**src/rtl/wishbone_spi_controller.sv**
```systemverilog
// Wishbone B4 classic slave driving an 8-bit full-duplex SPI master (CPOL/CPHA, divider, soft CS).
// Define SPI_LSB_FIRST_EN to make CTRL[4] (lsb_first) writable; otherwise transfers are always MSB first.
module wishbone_spi_controller #(
  parameter logic [7:0] DIV_RST = 8'd49
) (
  input  logic        clk_i,
  input  logic        rst_n_i,
  input  logic        wb_cyc_i,
  input  logic        wb_stb_i,
  input  logic        wb_we_i,
  input  logic [3:0]  wb_sel_i,
  input  logic [1:0]  wb_adr_i,
  input  logic [31:0] wb_dat_i,
  output logic [31:0] wb_dat_o,
  output logic        wb_ack_o,
  input  logic        spi_miso_i,
  output logic        spi_mosi_o,
  output logic        spi_sck_o,
  output logic        spi_cs_o
);

  // Bus: ack rises one cycle after cyc&stb, lasts one cycle; register side effects
  // are applied on the clock edge that ends the ack cycle, while the master still holds the request.
  typedef enum logic [1:0] {IDLE, LEAD, SHIFT, DONE} state_e;

  state_e      state_q, state_d;
  logic        ack_q, ack_d;
  logic [31:0] dat_q, dat_d;
  logic        cpha_q, cpha_d, cpol_q, cpol_d, cs_assert_q, cs_assert_d;
  logic [7:0]  div_q, div_d;
  logic        ctrl_lsb;
  logic        cs_q, sck_q, mosi_q;
  logic [7:0]  sh_q, rx_q, rxdata_q;
  logic        rx_valid_q;
  logic [7:0]  cnt_q;
  logic [4:0]  edge_q;
  logic        xcpha_q, xcpol_q, xlsb_q;
  logic [7:0]  xdiv_q;

  logic        bus_wr, bus_rd, tx_start, half_done, busy;
  logic        load, toggle, leading, shift_out, sample, finish;
  logic        lsb_now, out_bit;
  logic [7:0]  src, src_shift;
  logic [31:0] rd_mux;
  logic        unused_ok;

`ifdef SPI_LSB_FIRST_EN
  logic lsb_q, lsb_d;
  assign ctrl_lsb  = lsb_q;
  assign unused_ok = ^{wb_dat_i[31:16], wb_dat_i[7:5], wb_dat_i[3], wb_sel_i[3:2]};
`else
  assign ctrl_lsb  = 1'b0;
  assign unused_ok = ^{wb_dat_i[31:16], wb_dat_i[7:3], wb_sel_i[3:2]};
`endif

  assign bus_wr    = ack_q & wb_we_i;
  assign bus_rd    = ack_q & ~wb_we_i;
  assign busy      = (state_q != IDLE);
  assign tx_start  = bus_wr & (wb_adr_i == 2'd2) & wb_sel_i[0] & ~busy;
  assign half_done = (cnt_q == 8'd0);

  assign wb_ack_o   = ack_q;
  assign wb_dat_o   = dat_q;
  assign spi_cs_o   = cs_q;
  assign spi_sck_o  = sck_q;
  assign spi_mosi_o = mosi_q;

  always_comb begin
    ack_d  = wb_cyc_i & wb_stb_i & ~ack_q;
    rd_mux = 32'd0;
    case (wb_adr_i)
      2'd0: rd_mux = {16'd0, div_q, 3'd0, ctrl_lsb, 1'b0, cs_assert_q, cpol_q, cpha_q};
      2'd1: rd_mux = {30'd0, rx_valid_q, busy};
      2'd3: rd_mux = {24'd0, rxdata_q};
      default: rd_mux = 32'd0;
    endcase
    dat_d = (ack_d & ~wb_we_i) ? rd_mux : 32'd0;
  end

  always_comb begin
    cpha_d      = cpha_q;
    cpol_d      = cpol_q;
    cs_assert_d = cs_assert_q;
    div_d       = div_q;
`ifdef SPI_LSB_FIRST_EN
    lsb_d       = lsb_q;
`endif
    if (bus_wr && wb_adr_i == 2'd0) begin
      if (wb_sel_i[0]) begin
        cpha_d      = wb_dat_i[0];
        cpol_d      = wb_dat_i[1];
        cs_assert_d = wb_dat_i[2];
`ifdef SPI_LSB_FIRST_EN
        lsb_d       = wb_dat_i[4];
`endif
      end
      if (wb_sel_i[1]) div_d = wb_dat_i[15:8];
    end
  end

  always_ff @(posedge clk_i) begin
    if (!rst_n_i) state_q <= IDLE;
    else          state_q <= state_d;
  end

  always_comb begin
    state_d = state_q;
    case (state_q)
      IDLE:  if (tx_start) state_d = LEAD;
      LEAD:  if (half_done) state_d = SHIFT;
      SHIFT: if (half_done && edge_q == 5'd15) state_d = DONE;
      DONE:  state_d = IDLE;
      default: state_d = IDLE;
    endcase
  end

  // edge_q counts completed SCK edges, so the edge about to happen is odd (leading) when edge_q is even.
  always_comb begin
    load      = (state_q == IDLE) & tx_start;
    toggle    = (state_q == SHIFT) & half_done;
    leading   = ~edge_q[0];
    shift_out = toggle & (xcpha_q ? leading : (~leading & (edge_q != 5'd15)));
    sample    = toggle & (xcpha_q ? ~leading : leading);
    finish    = (state_q == DONE);
    lsb_now   = load ? ctrl_lsb : xlsb_q;
    src       = load ? wb_dat_i[7:0] : sh_q;
    out_bit   = lsb_now ? src[0] : src[7];
    src_shift = lsb_now ? {1'b0, src[7:1]} : {src[6:0], 1'b0};
  end

  always_ff @(posedge clk_i) begin
    if (!rst_n_i) begin
      ack_q       <= 1'b0;
      dat_q       <= 32'd0;
      cpha_q      <= 1'b0;
      cpol_q      <= 1'b0;
      cs_assert_q <= 1'b0;
      div_q       <= DIV_RST;
`ifdef SPI_LSB_FIRST_EN
      lsb_q       <= 1'b0;
`endif
      cs_q        <= 1'b1;
      sck_q       <= 1'b0;
      mosi_q      <= 1'b0;
      sh_q        <= 8'd0;
      rx_q        <= 8'd0;
      rxdata_q    <= 8'd0;
      rx_valid_q  <= 1'b0;
      cnt_q       <= 8'd0;
      edge_q      <= 5'd0;
      xcpha_q     <= 1'b0;
      xcpol_q     <= 1'b0;
      xlsb_q      <= 1'b0;
      xdiv_q      <= 8'd0;
    end else begin
      ack_q       <= ack_d;
      dat_q       <= dat_d;
      cpha_q      <= cpha_d;
      cpol_q      <= cpol_d;
      cs_assert_q <= cs_assert_d;
      div_q       <= div_d;
`ifdef SPI_LSB_FIRST_EN
      lsb_q       <= lsb_d;
`endif
      cs_q        <= ~cs_assert_d;

      if (load) begin
        xcpha_q <= cpha_q;
        xcpol_q <= cpol_q;
        xlsb_q  <= ctrl_lsb;
        xdiv_q  <= div_q;
        cnt_q   <= div_q;
        edge_q  <= 5'd0;
        if (!cpha_q) begin
          mosi_q <= out_bit;
          sh_q   <= src_shift;
        end else begin
          sh_q   <= wb_dat_i[7:0];
        end
      end else if (state_q == LEAD || state_q == SHIFT) begin
        cnt_q <= half_done ? xdiv_q : cnt_q - 8'd1;
      end

      if (toggle) edge_q <= edge_q + 5'd1;
      if (shift_out) begin
        mosi_q <= out_bit;
        sh_q   <= src_shift;
      end
      if (sample) rx_q <= xlsb_q ? {spi_miso_i, rx_q[7:1]} : {rx_q[6:0], spi_miso_i};

      if (state_q == IDLE) sck_q <= cpol_q;
      else if (toggle)     sck_q <= ~sck_q;
      else if (finish)     sck_q <= xcpol_q;

      if (finish) rxdata_q <= rx_q;
      // Completion and an RXDATA read on the same edge leave rx_valid set.
      if (finish)                              rx_valid_q <= 1'b1;
      else if (bus_rd && wb_adr_i == 2'd3)     rx_valid_q <= 1'b0;
    end
  end

endmodule

```
**config.mk**
```make
export PLATFORM = sky130hd
export DESIGN_NAME = wishbone_spi_controller
export DESIGN_NICKNAME = d
export VERILOG_FILES = /design/src/rtl/wishbone_spi_controller.sv
export SDC_FILE = /design/constraint.sdc
export NUM_CORES = 1
export LEC_CHECK = 0
export ABC_AREA = 1
export BUFFER_PORTS_ARGS = -buffer_cell sky130_fd_sc_hd__buf_2
export CORE_MARGIN = 1.5
export CORE_UTILIZATION = 45
export DETAILED_ROUTE_END_ITERATION = 16
export GPL_ROUTABILITY_DRIVEN = 0
export PLACE_DENSITY = 0.8
export REMOVE_ABC_BUFFERS = 1
export SYNTH_ARGS = -nofsm -noshare
export SYNTH_HDL_FRONTEND = slang
export SYNTH_SLANG_ARGS = --single-unit
```
**constraint.sdc**
```tcl
create_clock -name clk_i -period 3.7 [get_ports clk_i]
set_clock_uncertainty 0.1 [all_clocks]
set_input_delay 0.185 -clock clk_i [delete_from_list [all_inputs] [get_ports clk_i]]
set_output_delay 0.185 -clock clk_i [all_outputs]
set_load 0.03 [all_outputs]
```
==> impl_metrics.yaml <==
hold_path:
  worstHoldStart: "wb_dat_i[10]"
  hold_path.class: "primary input to flop"
finish:
  fin_util_pct: 52.6
  fillers: 778
  register_area_sq_mm: 0.00164
  fin_cells: 678
  area_delta_synth_final_pct: 12.3
  drive_above_1_share_pct: 15.5
  nNetsFinal: 620
  final_area_sq_mm: 0.00434
  diodes: 0
  multiInputGateArea_sq_mm: 0.00177
pwr:
  ir_drop_v: 0.000321
  intPower_w: 0.00161
  power.share.combinational_pct: 35.0
  power_leakage_nw: 1.89
  pwr-share-clk_pct: 25.4
  cellPowerDensity_mw_per_mm2: 608
  p_sw_share_pct: 39.1
  p_seq_share_pct: 39.6
  power.switching_w: 0.00103
placement:
  portBuffers: 45
  place_ws_ns: 1.39
  place_area_sq_mm: 0.00405
  placed_cells_incl_taps: 653
  hpwl_microns: 6040
logic_synthesis:
  synth_edf_count: 0
  yosysMostFrequentCell: "nand2_1"
  yosys_register_bits: 82
  post_synth_num_cell_types: 31
  yosys-mux-area-fraction_pct: 0
  ys.flop_type: "dfxtp_1"
  synth-xor-area-share_pct: 0.453
  synth.avg_cell_area_sq_um: 7.40
  synth_common_cells: "nand2_1 (109), dfxtp_1 (82), inv_1 (68)"
  yosys.area_share.simple_pct: 23.6
  synthTopCellsByArea: "dfxtp_1 (42%), nand2_1 (11%), a21oi_1 (7.0%)"
  synthArstFlopShare_pct: 0
  synthCells: 522
  synth_area_sq_mm: 0.00386
  synth_warnings: 0
  ys_seq_area_share_pct: 42.5
  synth_top_family_by_area: "simple AND/OR/NAND/NOR gates"
  yosysTopAreaCellShare_pct: 42.5
  synth-compound-area-share_pct: 17.6
  yosys.area.top_type: "dfxtp_1"
  synthAdderAreaFrac_pct: 2.59
critical_path:
  critPathKind: "flop to flop"
  r2r_cells: 12
  arrival_ns: 2.39
  critPathLaunchType: "flop"
  cp-startpoint: "edge_q[0]"
  r2r_end: "sh_q[1]"
  critical_path.top_delay_family: "simple AND/OR/NAND/NOR gates"
  path_buf_inv: 3
  crit_required_ns: 3.89
  reg2reg_from: "edge_q[0]"
  cp_slowest_stage_delay_ns: 0.45
  cpMostUsedCell: "inv_1"
  worstPathMaxFanout: 11
  ff2ff_setup_slack_ns: 1.50
  endpoint: "sh_q[1]"
  cp_slowest_cell: "dfxtp_1"
  cp_cell_sequence: "ha_1 -> inv_1 -> nor3_1 -> ha_1 -> inv_1 -> nand3_1 -> nand2_1 -> nand3_4 -> nand2_2 -> o21ai_0 -> inv_1 -> a21oi_1"
  path_depth: 12
  endpoint_kind: "flop"
floorplan:
  start_util_pct: 46.8
  die_height_microns: 95.7
  num_io_pins: 80
  die_area_sq_mm: 0.00915
  core_area_sq_mm: 0.00826
  die_w_microns: 95.7
  rows: 33
cts:
  cts-root-buf: "clkbuf_8"
  cts.htree.levels: 3
  clk_pin_slew_ns: 0.09
  clock_path_buffers: 2
  cts_tree: "done"
  clock_sinks: 82
  clock_latency_ns: 0.37
  cts_inserted_buffers: 9
global_routing:
  grt.total_usage_pct: 20.3
  antenna_found_initial: 1
  grt_max_degree: 41
  grt_overflow: 0
  grt_pass1_wl_microns: 14200
  grt_pass1_vias: 3271
routing:
  vias: 3444
  totalWireLength_microns: 8640
  wl_per_cell_microns: 12.7
  vias_per_cell: 5.08
  drc_errors: 0
  antenna_left: 0
  firstDrtPassIters: 5
  drtIter0Drc: 163
sta:
  setup_slack_ns: 1.50
  tightestPinTransition_ns: 0.696
  fin_crit_sh_pct: 59.5
  setup_violations: 0
  hold_violations: 0
  fin_crit_ns: 2.20
  clock.fmax_ghz: 0.454
  slew_headroom_pct: 53.6
  rsz0062_at_grt: "false"
  slew_violations: 0
  tns_ns: 0
flow_run:
  maxCapViolCount: 0
outcome:
  status: "complete, no violations"
==> power by group through the flow <==
stage                     combinational [W]  sequential (W)  clock [W]
final                              0.000924         0.00104   0.000671
after CTS                          0.000921         0.00104   0.000683
after global placement             0.000869         0.00106          0
after global routing                0.00104         0.00105   0.000715
after detailed placement           0.000910         0.00106          0
after floorplan                    0.000714         0.00106          0
==> kinds of logic (layout without fill, tap and decap cells) <==
kind of cell / after synthesis / in the layout
fa+ha+maj: 8 / 8
simple gates: 192 / 192
flops: 82 / 82
xor+xnor: 2 / 2
compound gates: 129 / 129
other cells: 1 / 16
buf+inv: 108 / 144
==> cells in the final DEF (no fill, tap or decap), types with 2 or more instances in the layout <==
| cell | n |
|---|---|
| nand4_1 | 3 |
| nand2_1 | 109 |
| xor2_1 | 2 |
| clkbuf_8 | 10 |
| nor2_1 | 22 |
| buf_2 | 45 |
| ha_1 | 8 |
| nand2_2 | 4 |
| inv_1 | 68 |
| nor2_4 | 2 |
| dfxtp_1 | 82 |
| dlygate4sd3_1 | 9 |
| nor3_2 | 2 |
| clkinvlp_4 | 2 |
| nor3_1 | 10 |
| o211ai_1 | 11 |
| nand2_4 | 3 |
| nand3_1 | 25 |
| o21ai_0 | 51 |
| nor2_2 | 6 |
| o21ai_1 | 7 |
| a31oi_1 | 5 |
| nand3_4 | 3 |
| conb_1 | 16 |
| a21oi_1 | 54 |
| inv_2 | 5 |
==> how the worst min path moves through the flow <==
stage / endpoint / slack (ns) / cells past startpoint
floorplan: div_q[0] / 0.18 / 1
global placement: div_q[4] / 0.31 / 3
detailed placement: div_q[5] / 0.30 / 3
CTS: div_q[2] / 0.005 / 3
global route: div_q[2] / 0.02 / 3
finish: div_q[2] / 0.009 / 3
==> final cells by class <==
type                            count  area share (%)
Clock buffer                       11            3.26
Clock inverter                      5            1.44
Timing Repair Buffer               54            7.26
Tap cell                          105            3.03
Sequential cell                    82            37.8
Inverter                           74            6.43
Multi-Input combinational cell    347            40.8
==> repair_timing <==
| item | in CTS | in global routing |
|---|---|---|
| endpoints found under the hold margin | 8 | 0 |
| hold buffers | 9 | 0 |
| gates resized for setup | 0 | 0 |
| buffers inserted | 0 | 0 |
==> tightest hold or removal path, cell delays in order <==
cell and delay [ns]:
buf_2 0.07, o21ai_0 0.08, a21oi_1 0.11
==> registers in the layout, indices dropped and copies added, names as in the netlist, 2 cells and up <==
| name | flops |
|---|---|
| rxdata_q | 8 |
| xdiv_q | 8 |
| cnt_q | 8 |
| wb_dat_o | 16 |
| div_q | 8 |
| edge_q | 5 |
| rx_q | 8 |
| sh_q | 8 |
| state_q | 2 |
==> stage by stage <==
| step | power [W] | hold WS (ns) |
|---|---|---|
| after floorplan | 0.00177 | 0.184 |
| after global placement | 0.00193 | 0.309 |
| after detailed placement | 0.00197 | 0.304 |
| after CTS | 0.00265 | 0.00541 |
| after global routing | 0.00281 | 0.0229 |
| final | 0.00264 | 0.00903 |
==> metal layers <==
layer	routed length (microns)	GRT usage, %	vias to the layer above
li1	-	-	1750
met5	0	0	-
met2	4250	34.8	109
met4	85	6.99	0
met1	3820	23.6	1576
met3	483	6.38	9
(Power assumes the default switching activity.)
